$ cat src/rtl/hazard_pkg.sv
// hazard_pkg: shared types and constants for the pipeline hazard controller.
//   state_e  - sequencer FSM encoding (also exported on state_o for debug)
//   cause_e  - winning hazard cause for the current cycle, highest priority first
//   R_*      - bit index of each pipeline register in the en/clear vectors
package hazard_pkg;

  localparam int RF_AW_DEF = 5;
  localparam int CNT_W_DEF = 32;
  localparam int NUM_PREG  = 4;

  localparam int R_IF_ID  = 0;
  localparam int R_ID_EX  = 1;
  localparam int R_EX_MEM = 2;
  localparam int R_MEM_WB = 3;

  typedef enum logic [1:0] {
    ST_RUN       = 2'd0,
    ST_MC_WAIT   = 2'd1,
    ST_TRAP_PEND = 2'd2
  } state_e;

  typedef enum logic [2:0] {
    C_NONE  = 3'd0,
    C_MEM   = 3'd1,
    C_TRAP  = 3'd2,
    C_REDIR = 3'd3,
    C_MC    = 3'd4,
    C_LU    = 3'd5,
    C_FETCH = 3'd6
  } cause_e;

endpackage

$ cat src/rtl/hazard_perf_counter.sv
// hazard_perf_counter: two free-running event counters, wrap modulo 2^W.
//   clk, rst_n      clock, synchronous active-low reset (counters -> 0)
//   stall_inc       count one stall cycle
//   flush_inc       count one flush event
//   stall_cnt/flush_cnt  current counts
module hazard_perf_counter #(
  parameter int W = 32
) (
  input  logic         clk,
  input  logic         rst_n,
  input  logic         stall_inc,
  input  logic         flush_inc,
  output logic [W-1:0] stall_cnt,
  output logic [W-1:0] flush_cnt
);

  always_ff @(posedge clk) begin
    if (!rst_n) begin
      stall_cnt <= '0;
      flush_cnt <= '0;
    end else begin
      if (stall_inc) stall_cnt <= stall_cnt + W'(1);
      if (flush_inc) flush_cnt <= flush_cnt + W'(1);
    end
  end

endmodule

$ cat src/rtl/pipeline_hazard_ctrl.sv
// pipeline_hazard_ctrl: stall/flush sequencer for the 5-stage core.
// Optional feature macro: HAZARD_PERF_CNT_EN (adds perf_stall_o / perf_flush_o).
// Ports:
//   clk, rst_n                      clock, synchronous active-low reset
//   if_ready_i                      fetch delivered an instruction
//   id_rs1_i/id_use_rs1_i, id_rs2_i/id_use_rs2_i   ID source operands
//   ex_valid_i, ex_is_load_i, ex_rd_i              EX instruction info
//   ex_mc_start_i, ex_mc_done_i     multicycle EX op handshake
//   mem_req_i, mem_ready_i          D-mem access / ack
//   ex_redirect_i, trap_i           mispredict from EX, exception from MEM
//   pc_en_o, *_en_o, *_clear_o      PC and pipeline register controls
//   trap_take_o                     trap vector select pulse
//   state_o                         FSM state (debug)
//   perf_stall_o, perf_flush_o      perf counters (macro only)
// All control outputs are combinational from state and inputs.
module pipeline_hazard_ctrl
  import hazard_pkg::*;
#(
  parameter int RF_AW = RF_AW_DEF
`ifdef HAZARD_PERF_CNT_EN
  ,parameter int CNT_W = CNT_W_DEF
`endif
) (
  input  logic             clk,
  input  logic             rst_n,
  input  logic             if_ready_i,
  input  logic [RF_AW-1:0] id_rs1_i,
  input  logic             id_use_rs1_i,
  input  logic [RF_AW-1:0] id_rs2_i,
  input  logic             id_use_rs2_i,
  input  logic             ex_valid_i,
  input  logic             ex_is_load_i,
  input  logic [RF_AW-1:0] ex_rd_i,
  input  logic             ex_mc_start_i,
  input  logic             ex_mc_done_i,
  input  logic             mem_req_i,
  input  logic             mem_ready_i,
  input  logic             ex_redirect_i,
  input  logic             trap_i,
  output logic             pc_en_o,
  output logic             if_id_en_o,
  output logic             if_id_clear_o,
  output logic             id_ex_en_o,
  output logic             id_ex_clear_o,
  output logic             ex_mem_en_o,
  output logic             ex_mem_clear_o,
  output logic             mem_wb_en_o,
  output logic             mem_wb_clear_o,
  output logic             trap_take_o,
  output logic [1:0]       state_o
`ifdef HAZARD_PERF_CNT_EN
  ,output logic [CNT_W-1:0] perf_stall_o,
  output logic [CNT_W-1:0]  perf_flush_o
`endif
);

  state_e              state, state_n;
  cause_e              cause;
  logic                mem_stall, mc_stall, load_use, trap_act;
  logic [NUM_PREG-1:0] reg_en, reg_clr;

  assign mem_stall = mem_req_i & ~mem_ready_i;
  // A single-cycle op (start & done together) never stalls.
  assign mc_stall  = (ex_mc_start_i | (state == ST_MC_WAIT)) & ~ex_mc_done_i;
  assign load_use  = ex_valid_i & ex_is_load_i & (ex_rd_i != '0) &
                     ((id_use_rs1_i & (id_rs1_i == ex_rd_i)) |
                      (id_use_rs2_i & (id_rs2_i == ex_rd_i)));
  // A trap seen during a D-mem wait is parked in TRAP_PEND until the wait ends.
  assign trap_act  = trap_i | (state == ST_TRAP_PEND);

  always_comb begin
    cause = C_NONE;
    if      (mem_stall)     cause = C_MEM;
    else if (trap_act)      cause = C_TRAP;
    else if (ex_redirect_i) cause = C_REDIR;
    else if (mc_stall)      cause = C_MC;
    else if (load_use)      cause = C_LU;
    else if (!if_ready_i)   cause = C_FETCH;
  end

  always_ff @(posedge clk) begin
    if (!rst_n) state <= ST_RUN;
    else        state <= state_n;
  end

  always_comb begin
    state_n = state;
    if (trap_i && mem_stall)  state_n = ST_TRAP_PEND;
    else if (cause == C_TRAP) state_n = ST_RUN;  // flush squashes any multicycle op
    else begin
      unique case (state)
        ST_RUN:       if (ex_mc_start_i && !ex_mc_done_i) state_n = ST_MC_WAIT;
        ST_MC_WAIT:   if (ex_mc_done_i) state_n = ST_RUN;
        ST_TRAP_PEND: state_n = ST_TRAP_PEND;
        default:      state_n = ST_RUN;
      endcase
    end
  end

  always_comb begin
    reg_en      = '1;
    reg_clr     = '0;
    pc_en_o     = 1'b1;
    trap_take_o = 1'b0;
    if (!rst_n) begin
      reg_en  = '0;
      reg_clr = '1;
      pc_en_o = 1'b0;
    end else begin
      unique case (cause)
        C_MEM: begin
          reg_en            = '0;
          pc_en_o           = 1'b0;
          reg_clr[R_MEM_WB] = 1'b1;
        end
        C_TRAP: begin
          reg_clr     = '1;
          trap_take_o = 1'b1;
        end
        C_REDIR: begin
          reg_clr[R_IF_ID] = 1'b1;
          reg_clr[R_ID_EX] = 1'b1;
        end
        C_MC: begin
          pc_en_o           = 1'b0;
          reg_en[R_IF_ID]   = 1'b0;
          reg_en[R_ID_EX]   = 1'b0;
          reg_en[R_EX_MEM]  = 1'b0;
          reg_clr[R_EX_MEM] = 1'b1;
        end
        C_LU: begin
          pc_en_o          = 1'b0;
          reg_en[R_IF_ID]  = 1'b0;
          reg_clr[R_ID_EX] = 1'b1;
        end
        C_FETCH: begin
          pc_en_o          = 1'b0;
          reg_clr[R_IF_ID] = 1'b1;
        end
        default: ;
      endcase
    end
  end

  assign if_id_en_o     = reg_en[R_IF_ID];
  assign if_id_clear_o  = reg_clr[R_IF_ID];
  assign id_ex_en_o     = reg_en[R_ID_EX];
  assign id_ex_clear_o  = reg_clr[R_ID_EX];
  assign ex_mem_en_o    = reg_en[R_EX_MEM];
  assign ex_mem_clear_o = reg_clr[R_EX_MEM];
  assign mem_wb_en_o    = reg_en[R_MEM_WB];
  assign mem_wb_clear_o = reg_clr[R_MEM_WB];
  assign state_o        = state;

  // A redirect while EX is busy with a multicycle op means the datapath lost track.
  a_no_redir_in_mc: assert property (@(posedge clk) disable iff (!rst_n)
                                     !(ex_redirect_i && mc_stall));

`ifdef HAZARD_PERF_CNT_EN
  hazard_perf_counter #(.W(CNT_W)) u_perf (
    .clk       (clk),
    .rst_n     (rst_n),
    .stall_inc (rst_n & ~pc_en_o),
    .flush_inc (rst_n & ((cause == C_REDIR) | trap_take_o)),
    .stall_cnt (perf_stall_o),
    .flush_cnt (perf_flush_o)
  );
`endif

endmodule

$ cat config.mk
export PLATFORM = sky130hd
export DESIGN_NAME = pipeline_hazard_ctrl
export DESIGN_NICKNAME = d
export VERILOG_FILES = /design/src/rtl/hazard_pkg.sv /design/src/rtl/hazard_perf_counter.sv /design/src/rtl/pipeline_hazard_ctrl.sv
export SDC_FILE = /design/constraint.sdc
export NUM_CORES = 1
export LEC_CHECK = 0
export CAP_MARGIN = 30
export CORE_MARGIN = 2
export CORE_UTILIZATION = 25
export DETAILED_ROUTE_END_ITERATION = 6
export PLACE_DENSITY = 0.74
export SYNTH_ARGS = -nofsm -noshare
export SYNTH_HDL_FRONTEND = slang
export SYNTH_SLANG_ARGS = --single-unit
$ cat constraint.sdc
create_clock -name clk -period 2.5 [get_ports clk]
set_input_delay 0.5 -clock clk [delete_from_list [all_inputs] [get_ports clk]]
set_output_delay 0.5 -clock clk [all_outputs]
set_load 0.1 [all_outputs]
==> results by group, run 1 <==
Global route
  – Global-route met2 utilization: 0.3242
  – First-pass GRT wire length: 2470 um
  – Initial antenna violation count: 0
  – Met1 Usage GRT: 0.1985
  – Vias in the first global route: 607
  – Most Used Layer, Global Route: met2
  – Global Route Usage Sum: 0.1690
  – Aggregate global routing overflow: 0
  – Pin count of the biggest net entering global routing: 7
  – GRT met3 Usage: 0.03830

Die
  – Die Span Y: 42.81 um
  – Site Rows: 14
  – Die W: 42.81 um
  – Die area: 1833 um^2
  – Initial core utilization: 0.2590
  – Io pins: 40
  – Core Region: 1454 um^2

Clock tree
  – Clock latency on the worst-skew pair: 0.22 ns
  – Max clock buf depth: 2
  – Clk sink count: 2
  – Clk slew on worst S/H paths: 0.03 ns
  – H-tree depth: 1
  – CTS tree: yes
  – CTS Buf Count: 3
  – Root Driver: clkbuf_4
  – Setup Buffers After CTS: 0

Critical path
  – Critical path type: input pin to primary output
  – CP Data Required Time: 2.00 ns
  – CP Data Arrival Time: 1.97 ns
  – CP peak stage delay: 0.52 ns
  – Max stage delay cell, worst path: or4_4
  – CP cell instances: buf_6, or4_4, o211ai_2, and4b_1, a211o_2, buf_12
  – Startpoint Class: input pin
  – RR Endpoint: state_o[1]
  – Critical path fanouts, max: 2
  – CP Capture Type: primary output
  – R2R Setup Slk: 1.59 ns
  – FF-to-FF path depth: 3
  – Worst Setup EP: id_ex_clear_o
  – Reg-to-Reg Start: state_o[0]
  – CP startpoint: ex_rd_i[4]

Placed design
  – Post-DP HPWL: 1302 um
  – RePlAce Congestion: 0.7754
  – Dpl ws: -0.3641 ns
  – Area after DPL: 1023 um^2
  – Port Buffers: 39

STA
  – Slew @ Worst Pin: 0.4399 ns
  – RSZ-0062 raised after global routing: yes
  – WHS: 0.5384 ns
  – Fin. Hold Viols: 0
  – Worst Clk Skew: 0.003486 ns
  – Final Max Slew Viols: 0
  – Final Setup Violations: 0
  – Final min period: 2.468 ns
  – Fmax: 0.4053 GHz
  – Slew headroom: 0.7061
  – Setup WS post-layout: 0.03246 ns
  – Final cycle utilization of the critical path: 0.9870

Logic synthesis
  – Top post-synthesis cells by area: xnor2_1, dfxtp_1, nor3_1
  – Syn_nets: 80
  – Dominant cell type by area after synthesis: xnor2_1
  – Synth unique cells: 28
  – Synth Cell Area: 376.6 um^2
  – Sequential share of the synthesized area: 0.1063
  – Synth Register Bits: 2
  – Avg Inst Size Synth: 7.243 um^2
  – Cells after Synth: 52
  – Syn. warnings: 0
  – Top-area cell type share of the netlist area: 0.2326

Detailed routing
  – First-pass detailed-route iteration total: 3
  – Detailed Route Iter0 Violations: 6
  – Vias/cell: 4.807
  – Total number of vias: 572
  – DRC: 0
  – Average wire per standard cell: 11.87 um
  – DRT Wirelength: 1412 um
  – Routed Antenna Nets: 0

Outcome
  – Status: finished clean

Finish
  – Final Cell Area: 1040 um^2
  – Max FFs per register: 2
  – Area grow syn2layout: 176.1%
  – Nets: 133
  – Ant. Diodes: 0
  – Layout cells sized above 1: 0.4175

Pwr
  – Pwr per Cell Area: 356.8 nW/um^2
  – Leakage: 0.4308 nW
  – Peak supply drop: 0.0004273 V

Worst hold path
  – Hold WC Path Type: flip-flop to flip-flop
  – Hold depth: 2

Job
  – MaxCap Viol Count: 0
[where the power goes]
part	leakage (nW)	switching [W]	internal [W]
Combinational	0.400	0.000147	0.000122
Sequential	0.0172	0.000000951	0.0000333
Clock	0.0138	0.0000152	0.0000527
Total	0.431	0.000163	0.000208
[worst min-delay path by stage]
stage	start	end	slack [ns]
3_5_place_dp	state_o[1]	state_o[0]	0.54
6_report	state_o[1]	state_o[0]	0.54
4_1_cts	state_o[1]	state_o[0]	0.55
3_3_place_gp	state_o[1]	state_o[0]	0.53
5_1_grt	state_o[1]	state_o[0]	0.58
2_1_floorplan	rst_n	state_o[0]	0.64
[repair_timing]
| item | 4_1_cts | 5_1_grt |
|---|---|---|
| pin swaps | 3 | 1 |
| setup endpoints to repair | 4 | 1 |
| hold buffers | 0 | 0 |
| gates cloned | 0 | 0 |
| gates resized for setup | 17 | 2 |
[synthesized netlist by cell type]
cell type / instances
o21ai_1: 1
o21ai_0: 1
o21bai_1: 1
a211oi_1: 1
and2_4: 1
o211ai_2: 1
and3_1: 1
inv_1: 3
o21a_1: 2
or4_4: 1
and4b_1: 1
o2111a_1: 1
nor3_1: 3
nor2b_1: 2
o22ai_1: 1
a211o_1: 1
nand2_1: 4
a31oi_1: 1
xnor2_1: 10
nor2_1: 4
a32oi_1: 1
a21oi_1: 1
dfxtp_1: 2
buf_4: 1
nand2b_1: 2
a21boi_1: 1
nand4_1: 2
nand3_1: 1
[routing by layer]
layer | up-vias | wire, um
met4 | 0 | 0
met3 | 0 | 76
met5 | - | 0
met2 | 16 | 794
li1 | 294 | -
met1 | 262 | 541
[through the flow]
step | cells | util | power [W] | TNS (ns)
2_1_floorplan | 52 | - | 0.0001831 | -0.4974
3_3_place_gp | 116 | 0.7040 | 0.0003035 | -0.9357
3_5_place_dp | 116 | 0.7040 | 0.0003063 | -0.9819
4_1_cts | 119 | 0.7143 | 0.0003750 | 0
5_1_grt | 119 | 0.7151 | 0.0003909 | -0.002125
6_report | 119 | 0.7151 | 0.0003710 | 0
[layout by cell type, fill, tap and decap left out, types with 2 or more instances in the layout]
master	count
buf_12	11
inv_1	3
dfxtp_2	2
nand2b_1	2
xnor2_1	10
nand2_1	4
clkdlybuf4s50_1	22
nand4_1	2
nor2_1	3
buf_6	2
nor3_1	2
clkbuf_4	3
buf_4	11
[critical path: cells and delay by family]
| family | cells | cell delay, ns |
|---|---|---|
| AO/OA/AOI/OAI | 2 | 0.47 |
| AND/OR/NAND/NOR | 2 | 0.73 |
| buffers and inverters | 2 | 0.26 |
[logic make-up (layout without fill, tap and decap cells)]
group / Yosys count / in the layout / share of synthesized area
AO/OA/AOI/OAI: 14 / 14 / 0.2824
flip-flops: 2 / 2 / 0.1063
XOR/XNOR: 10 / 10 / 0.2325
buffers and inverters: 4 / 55 / 0.04984
AND/OR/NAND/NOR: 22 / 22 / 0.3289
[final cells by class]
cell class              instances  area, um^2
inverters                       3       11.26
repair buffers                 49       564.3
fillers                       115       414.1
multi-input cells              46       379.1
clock buffers                   3       22.52
flip-flops and latches          2       42.54
well taps                      16       20.02
No activity file was read; power rests on OpenSTA's default activity.
==> run 2, diff against run 1 <==
CORE_UTILIZATION = 27   (was 25)
PLACE_DENSITY = 0.79   (was 0.74)
==> run 2 against run 1 <==
Flip-flop and latch count is the same. Clock skew grew 0.0046 ns. Routed wire length grew 21%. Worst setup slack lost 0.0016 ns. Largest power group unchanged. Die area shrank 6.7%.
==> results by group, run 2 (synthesis results as in run 1) <==
Clock tree
  – Root Driver: clkbuf_4
  – Clk sink count: 2
  – CTS tree: yes
  – Clk slew on worst S/H paths: 0.04 ns
  – CTS Buf Count: 3
  – Max clock buf depth: 2
  – H-tree depth: 1
  – Clock latency on the worst-skew pair: 0.23 ns
  – Hold_buf cts: 0

STA
  – Final min period: 2.469 ns
  – Final cycle utilization of the critical path: 0.9876
  – Fin. Hold Viols: 0
  – Worst Clk Skew: 0.008133 ns
  – Final Max Slew Viols: 0
  – Slew headroom: 0.6916
  – Slew @ Worst Pin: 0.4616 ns
  – RSZ-0062 raised after global routing: yes
  – Final Setup Violations: 0
  – Fmax: 0.4050 GHz

Finish
  – Max FFs per register: 2
  – Layout cells sized above 1: 0.4327
  – Sequential cell area: 42.54 um^2
  – Area grow syn2layout: 178.7%
  – Nets: 134
  – Most common cell after layout, fill and taps aside: clkdlybuf4s50_1
  – Multi-input logic area: 385.4 um^2
  – Ant. Diodes: 0
  – Most frequent cells in the layout: clkdlybuf4s50_1, buf_12, buf_4, xnor2_1, nand2_1
  – Post-layout util: 0.8067
  – Layout filler cell count: 91

Placed design
  – RePlAce Congestion: 0.8328
  – Post-DP HPWL: 1362 um
  – Port Buffers: 39

Global route
  – First-pass GRT wire length: 2525 um
  – Pin count of the biggest net entering global routing: 7
  – Global Route Usage Sum: 0.2249
  – Aggregate global routing overflow: 0
  – Initial antenna violation count: 0
  – Vias in the first global route: 617

Critical path
  – Startpoint Class: input pin
  – Critical path fanouts, max: 2
  – CP Data Required Time: 2.00 ns
  – CP Data Arrival Time: 1.97 ns
  – Critical path type: input pin to primary output
  – Max stage delay cell, worst path: or4_4
  – CP Capture Type: primary output
  – CP peak stage delay: 0.52 ns
  – CP cell instances: buf_6, or4_4, o211ai_2, and4b_1, a211o_2, buf_12

Detailed routing
  – Detailed Route Iter0 Violations: 10
  – DRT Wirelength: 1706 um
  – DRC: 0
  – Average wire per standard cell: 14.34 um
  – Routed Antenna Nets: 0
  – First-pass detailed-route iteration total: 4
  – Vias/cell: 4.899
  – Total number of vias: 583

Die
  – Site Rows: 13
  – Die Span Y: 41.35 um
  – Die area: 1709 um^2
  – Die W: 41.35 um
  – Io pins: 40
  – Initial core utilization: 0.2894
  – Core Region: 1301 um^2

Outcome
  – Status: finished clean

Pwr
  – Peak supply drop: 0.0003917 V
  – Tot Pwr: 0.0003840 W
  – Leakage: 0.4351 nW
  – Pwr per Cell Area: 365.8 nW/um^2

Worst hold path
  – Hold WC Path Type: flip-flop to flip-flop

Job
  – MaxCap Viol Count: 0
run 2: cell types whose count changed in the layout (fill, tap and decap cells not counted), sizes merged:
cell  before  now
buf       25   26
run 2: report_power, final:
part,total [W],switching (W),internal [W]
clock,0.0000766,0.0000232,0.0000534
sequential,0.0000342,0.000000924,0.0000333
combinational,0.000273,0.000151,0.000122
run 2: layout make-up:
cell class                 instances  area share
multi-input combinational         46      0.3671
inverter                           3     0.01073
tap                               15     0.01788
clock buffer                       3     0.02145
sequential                         2     0.04052
timing repair buffer              50      0.5423
run 2: per-layer routing:
metal	vias to the layer above	wire [um]	GRT usage
li1	292	-	-
met1	268	647	0.2444
met2	21	983	0.4336
met3	2	68	0.06383
met4	0	7	0.03226
met5	-	0	0
run 2: worst max-delay path, delay by kind of cell:
kind | cells | cell delay (ns)
and+or+nand+nor | 2 | 0.73
AOI/OAI and AO/OA | 2 | 0.48
buffers and inverters | 2 | 0.26
run 2: through the flow:
| stage | cells | worst slack (ns) | instance area [um^2] | setup TNS (ns) | hold WS (ns) |
|---|---|---|---|---|---|
| after floorplan | 52 | -0.3178 | 437.9 | -0.4974 | 0.6445 |
| after CTS | 119 | -0.001950 | 1042 | -0.001950 | 0.5630 |
| final | 119 | 0.03089 | 1050 | 0 | 0.5646 |
| after detailed placement | 116 | -0.3747 | 1030 | -1.027 | 0.5269 |
| after global placement | 116 | -0.3446 | 1030 | -0.9016 | 0.5255 |
| after global routing | 119 | -0.01855 | 1050 | -0.04086 | 0.5794 |
run 2: repair_timing:
| item | CTS | global route |
|---|---|---|
| endpoints found under the setup margin | 4 | 4 |
| pin swaps | 3 | 2 |
| buffers inserted | 0 | 0 |
| resized for setup | 16 | 4 |
| cloned | 0 | 0 |
run 2: path summary, 6_finish.rpt:
path | to | slack, ns | cells past startpoint | startpoint
hold reg to reg | state_o[0] | 0.56 | 2 | state_o[1]
hold / removal | state_o[0] | 0.56 | 2 | state_o[1]
setup / recovery | id_ex_clear_o | 0.03 | 6 | ex_rd_i[1]
setup reg to reg | state_o[1] | 1.50 | 3 | state_o[0]
